==> config.mk <==
export PLATFORM = sky130hd
export DESIGN_NAME = aexm_ifq
export DESIGN_NICKNAME = d
export VERILOG_FILES = /design/src/rtl/aexm_ifq.sv
export SDC_FILE = /design/constraint.sdc
export NUM_CORES = 1
export LEC_CHECK = 0
export CORE_UTILIZATION = 31
export DETAILED_ROUTE_END_ITERATION = 8
export PLACE_DENSITY = 0.52
export SYNTH_ARGS = -nofsm -noshare
export SYNTH_HDL_FRONTEND = slang
export SYNTH_SLANG_ARGS = --single-unit
export TNS_END_PERCENT = 1
==> constraint.sdc <==
create_clock -name gclk -period 3 [get_ports gclk]
set_input_delay 0.6 -clock gclk [delete_from_list [all_inputs] [get_ports gclk]]
set_output_delay 0.6 -clock gclk [all_outputs]
set_load 0.03 [all_outputs]
==> src/rtl/aexm_ifq.sv <==
// AEXM instruction prefetch queue: buffers icache words in a small FIFO, presents
// the execute-side word (xIREG) and a registered, field-split decode word with IMM-prefix merge.
module aexm_ifq #(
    parameter int          DEPTH = 4,
    parameter int          AW    = 2,
    parameter logic [31:0] NOP   = 32'h8000_0000
) (
    input  logic          gclk,
    input  logic          grst,
    input  logic          d_en,
    input  logic          fSTALL,
    input  logic          flush,
    input  logic [31:0]   fet_dat,
    input  logic          fet_vld,
    output logic          fet_rdy,
    output logic [31:0]   xIREG,
    output logic          xVALID,
    output logic [5:0]    rOPC,
    output logic [4:0]    rRD,
    output logic [4:0]    rRA,
    output logic [4:0]    rRB,
    output logic [10:0]   rALT,
    output logic [15:0]   rIMM,
    output logic [31:0]   rSIMM,
    output logic [AW:0]   q_cnt
);

    localparam logic [5:0]    OPC_IMM = 6'o54;
    localparam logic [AW:0]   CNT_MAX = (AW+1)'(DEPTH);
    localparam logic [AW:0]   CNT_ONE = (AW+1)'(1);
    localparam logic [AW-1:0] PTR_ONE = AW'(1);

    logic [31:0]   r_mem [DEPTH];
    logic [AW-1:0] r_wr_ptr;
    logic [AW-1:0] r_rd_ptr;
    logic [AW:0]   r_cnt;

    logic [31:0]   r_xireg;
    logic          r_xvalid;
    logic [31:0]   r_dec;
    logic [31:0]   r_simm;
    logic [15:0]   r_imm_hi;
    logic          r_imm_pending;

    logic          w_push;
    logic          w_adv;
    logic          w_empty;
    logic          w_bypass;
    logic          w_wr;
    logic          w_pop;
    logic [5:0]    w_xopc;
    logic [31:0]   w_xsext;

    // Ready depends only on reset and occupancy so it never loops back through the pipeline.
    assign fet_rdy  = grst & (r_cnt < CNT_MAX);
    assign w_push   = fet_vld & fet_rdy;
    assign w_adv    = d_en & ~fSTALL;
    assign w_empty  = (r_cnt == '0);
    assign w_bypass = w_empty & w_adv & w_push & ~flush;
    assign w_wr     = w_push & ~w_bypass & ~flush;
    assign w_pop    = w_adv & ~w_empty & ~flush;
    assign w_xopc   = r_xireg[31:26];
    assign w_xsext  = {{16{r_xireg[15]}}, r_xireg[15:0]};

    always_ff @(posedge gclk) begin
        if (w_wr) begin
            r_mem[r_wr_ptr] <= fet_dat;
        end
    end

    // Queue pointers and occupancy; flush wins over both push and pop.
    always_ff @(posedge gclk or negedge grst) begin
        if (!grst) begin
            r_wr_ptr <= '0;
            r_rd_ptr <= '0;
            r_cnt    <= '0;
        end else if (flush) begin
            r_wr_ptr <= '0;
            r_rd_ptr <= '0;
            r_cnt    <= '0;
        end else begin
            if (w_wr) begin
                r_wr_ptr <= r_wr_ptr + PTR_ONE;
            end
            if (w_pop) begin
                r_rd_ptr <= r_rd_ptr + PTR_ONE;
            end
            case ({w_wr, w_pop})
                2'b10:   r_cnt <= r_cnt + CNT_ONE;
                2'b01:   r_cnt <= r_cnt - CNT_ONE;
                default: r_cnt <= r_cnt;
            endcase
        end
    end

    // Execute-side latch: head of queue, bypassed fetch word, or a bubble.
    always_ff @(posedge gclk or negedge grst) begin
        if (!grst) begin
            r_xireg  <= NOP;
            r_xvalid <= 1'b0;
        end else if (flush) begin
            r_xireg  <= NOP;
            r_xvalid <= 1'b0;
        end else if (w_adv) begin
            if (!w_empty) begin
                r_xireg  <= r_mem[r_rd_ptr];
                r_xvalid <= 1'b1;
            end else if (w_push) begin
                r_xireg  <= fet_dat;
                r_xvalid <= 1'b1;
            end else begin
                r_xireg  <= NOP;
                r_xvalid <= 1'b0;
            end
        end
    end

    // Decode stage advances even during flush so the delay-slot word is not lost.
    always_ff @(posedge gclk or negedge grst) begin
        if (!grst) begin
            r_dec         <= '0;
            r_simm        <= '0;
            r_imm_hi      <= '0;
            r_imm_pending <= 1'b0;
        end else if (w_adv) begin
            r_dec <= r_xireg;
            if (r_xvalid && (w_xopc == OPC_IMM)) begin
                r_imm_hi      <= r_xireg[15:0];
                r_imm_pending <= 1'b1;
                r_simm        <= w_xsext;
            end else if (r_xvalid && r_imm_pending) begin
                r_imm_pending <= 1'b0;
                r_simm        <= {r_imm_hi, r_xireg[15:0]};
            end else begin
                // Bubbles leave a pending prefix in place for the next real word.
                r_simm <= w_xsext;
            end
        end
    end

    assign xIREG  = r_xireg;
    assign xVALID = r_xvalid;
    assign rOPC   = r_dec[31:26];
    assign rRD    = r_dec[25:21];
    assign rRA    = r_dec[20:16];
    assign rRB    = r_dec[15:11];
    assign rALT   = r_dec[10:0];
    assign rIMM   = r_dec[15:0];
    assign rSIMM  = r_simm;
    assign q_cnt  = r_cnt;

endmodule
==> results of run 1 <==
## sequential cells by signal, indices dropped and copies added (netlist names), 2 cells and up
name	count
r_mem	128
r_dec	32
xIREG	32
rSIMM	16
r_imm_hi	16
q_cnt	3
r_rd_ptr	2
r_wr_ptr	2
## worst max-delay path by stage
stage	startpoint	to	cells past startpoint
3_5_place_dp	fSTALL	q_cnt[2]	7
2_1_floorplan	q_cnt[2]	q_cnt[2]	8
6_report	grst	fet_rdy	4
4_1_cts	grst	fet_rdy	4
5_1_grt	grst	fet_rdy	4
3_3_place_gp	fSTALL	q_cnt[2]	7
## power by group through the flow
stage	Clock (uW)	Combinational [uW]	Sequential [uW]
floorplan	0	317	3790
global placement	0	855	3650
detailed placement	0	858	3650
CTS	3020	862	3590
global route	3130	912	3600
finish	2940	848	3590
## metrics by stage
step	worst slack (ns)	area (sq um)	instances
CTS	0.290	12000	1206
floorplan	0.328	9350	660
finish	0.320	12000	1206
global route	0.256	12000	1206
global placement	0.362	11200	1159
detailed placement	0.332	11200	1159
## cell type report
| class | count | area [sq um] | share of cell area |
|---|---|---|---|
| clock inverter | 13 | 114 | 0.00946 |
| inverter | 2 | 7.51 | 0.000624 |
| timing repair buffer | 180 | 1800 | 0.149 |
| sequential | 233 | 6470 | 0.538 |
| clock buffer | 33 | 666 | 0.0553 |
| tap | 390 | 488 | 0.0405 |
| multi-input combinational | 355 | 2490 | 0.207 |
## timing repair
action | in CTS | in global routing
hold buffers | 1 | 0
endpoints found under the hold margin | 3 | 0
gates resized for setup | 0 | 0
## synthesized netlist by cell type (2+ instances only)
cell,number,share of area
mux4_2,32,0.077
edfxtp_1,128,0.41
nor3_1,5,0.0027
clkbuf_1,17,0.0068
ha_1,4,0.0054
buf_6,2,0.0024
buf_4,35,0.028
a22oi_1,20,0.016
inv_1,2,0.00080
and3_1,4,0.0027
mux2_1,16,0.019
nand3_1,3,0.0016
dfrtp_1,104,0.28
o21ai_0,5,0.0027
a31oi_1,16,0.011
or3_1,2,0.0013
a21oi_1,32,0.017
a21o_1,2,0.0016
o21ai_1,10,0.0054
nand2b_1,2,0.0013
buf_2,11,0.0059
buf_1,5,0.0020
nand2_1,149,0.060
nor2_1,32,0.013
## cell families after synthesis
group,after synthesis,synth area share
DFF,233,0.692
and+or+nand+nor,211,0.0987
buffers and inverters,72,0.0460
xor gates and xnor gates,2,0.00187
adders and majority gates,5,0.00749
muxes,49,0.0974
AOI/OAI and AO/OA,88,0.0565
## per-layer routing
metal  vias to the layer above  global-route usage  part of all wire
met5                         -                   0           0.00058
met4                         2              0.0370             0.016
met2                       132               0.226              0.46
met3                        29              0.0266             0.051
li1                       2630                   -                 -
met1                      2839               0.214              0.48
## worst max-delay path: cells and delay by family
kind,cells,cell delay (ns)
AND/OR/NAND/NOR,1,0.13
buffers and inverters,3,1.35
==> flow_summary_export.csv, run 1 <==
group,metric,value,unit
floorplanning,dieHeight,176,um
pwr,power,7380,uW
synth,synth-edff-count,128,
sta,tns,0,ns
route,drc_errors,0,
sta,fin_crit,2.68,ns
clock_network,cts_buffers,25,
setup_path,arrival,2.08,ns
pwr,intPower,5570,uW
pwr,switching_share,0.245,
cells_and_area,fillers,2793,
setup_path,r2r_slack,0.88,ns
setup_path,worstSetupPathType,"in -> out",
cells_and_area,areaGrowthSynthToFinish,28.7,%
setup_path,rr_startpoint,"q_cnt[2]",
pwr,p_seq_frac,0.487,
clock_network,worstSkewPairLatency,0.52,ns
synth,yosys_warnings,0,
floorplanning,io-pin-count,155,
sta,tightestPinTransition,0.943,ns
setup_path,start_kind,"primary input",
global_route,grt_pass1_vias,5701,
cells_and_area,layout_commonest_cell,"clkdlybuf4s50_1",
sta,whs,0.438,ns
route,drt-initial-drc-count,348,
placed_design,hpwl,14700,um
sta,finalSetupViolCount,0,
clock_network,postCtsSetupBuffers,0,
setup_path,worstPathRequired,2.40,ns
cells_and_area,final_net_count,840,
floorplanning,core-area,29600,sq um
cells_and_area,diodes,0,
setup_path,cp_cell_sequence,"dlygate4sd3_1 -> buf_4 -> and2b_1 -> clkdlybuf4s50_1",
synth,ys_async_sr_fraction,0.451,
sta,relSlewSlack,0.371,
synth,synth_cell_types,46,
setup_path,end_kind,"output pin",
global_route,gr-total-overflow,0,
pwr,comb_power_share,0.115,
route,vias,5632,
cells_and_area,final_cell_mix,"153 x clkdlybuf4s50_1, 149 x nand2_1, 128 x edfxtp_1",
setup_path,r2r_cells,6,
synth,synth_ff_type,"edfxtp_1",
synth,ys_ff_latch,233,
sta,hold_viol,0,
floorplanning,initial_core_util,0.316,
outcome,status,"complete, no violations",
setup_path,rr_endpoint,"q_cnt[2]",
setup_path,critPathMaxFanout,7,
hold_path,hold_path_class,"in -> async",
synth,synth_fp_nets,703,
route,totalWireLength,22600,um
cells_and_area,layout-drive-gt1-share,0.134,
route,drtPass1Iterations,5,
cells_and_area,utilization,0.406,
route,postRouteAntennaNets,0,
route,viasPerCell,4.67,
global_route,grt_usage,0.147,
synth,syn_inst,660,
clock_network,root_buffer,"clkbuf_16",
placed_design,gp_congestion,0.754,
setup_path,crit_slowest_cell,"clkdlybuf4s50_1",
clock_network,clk_path_buf_depth,3,
synth,syn-cell-area,9350,sq um
sta,fin_skew,0.0201,ns
sta,slew_viol_final,0,
pwr,ir_drop,0.000315,V
synth,synth.avg_cell_area,14.2,sq um
placed_design,port_buffers,154,
sta,max_freq,0.373,GHz
floorplanning,rows,63,
synth,ys_seq_area_frac,0.692,
global_route,grt_pass1_wl,35000,um
clock_network,htreeDepth,1,
sta,fin_crit_sh,0.893,
global_route,antenna_found_initial,1,
setup_path,slowest_delay,0.66,ns
pwr,switchingPower,1810,uW
clock_network,cts.clk_slew.worst_paths,0.06,ns
pwr,p_leak,0.00470,uW
sta,rsz0062_at_grt,"false",
run,cap_violations,0,
clock_network,cts.sinks,233,
route,wire_per_inst,18.7,um
pwr,p_per_area,613,nW/um^2
global_route,grt_start_max_net_pins,60,
pwr,clockPowerShare,0.399,
clock_network,cts_tree,"built",
floorplanning,die-area,30900,sq um
floorplanning,die_w,176,um
No activity file was read; power rests on OpenSTA's default activity.
==> run 2, diff against run 1 <==
Settings changed: CAP_MARGIN set to 20.
==> results of run 2 <==
No change in the layout: final DEF, timing and power equal those of run 1.
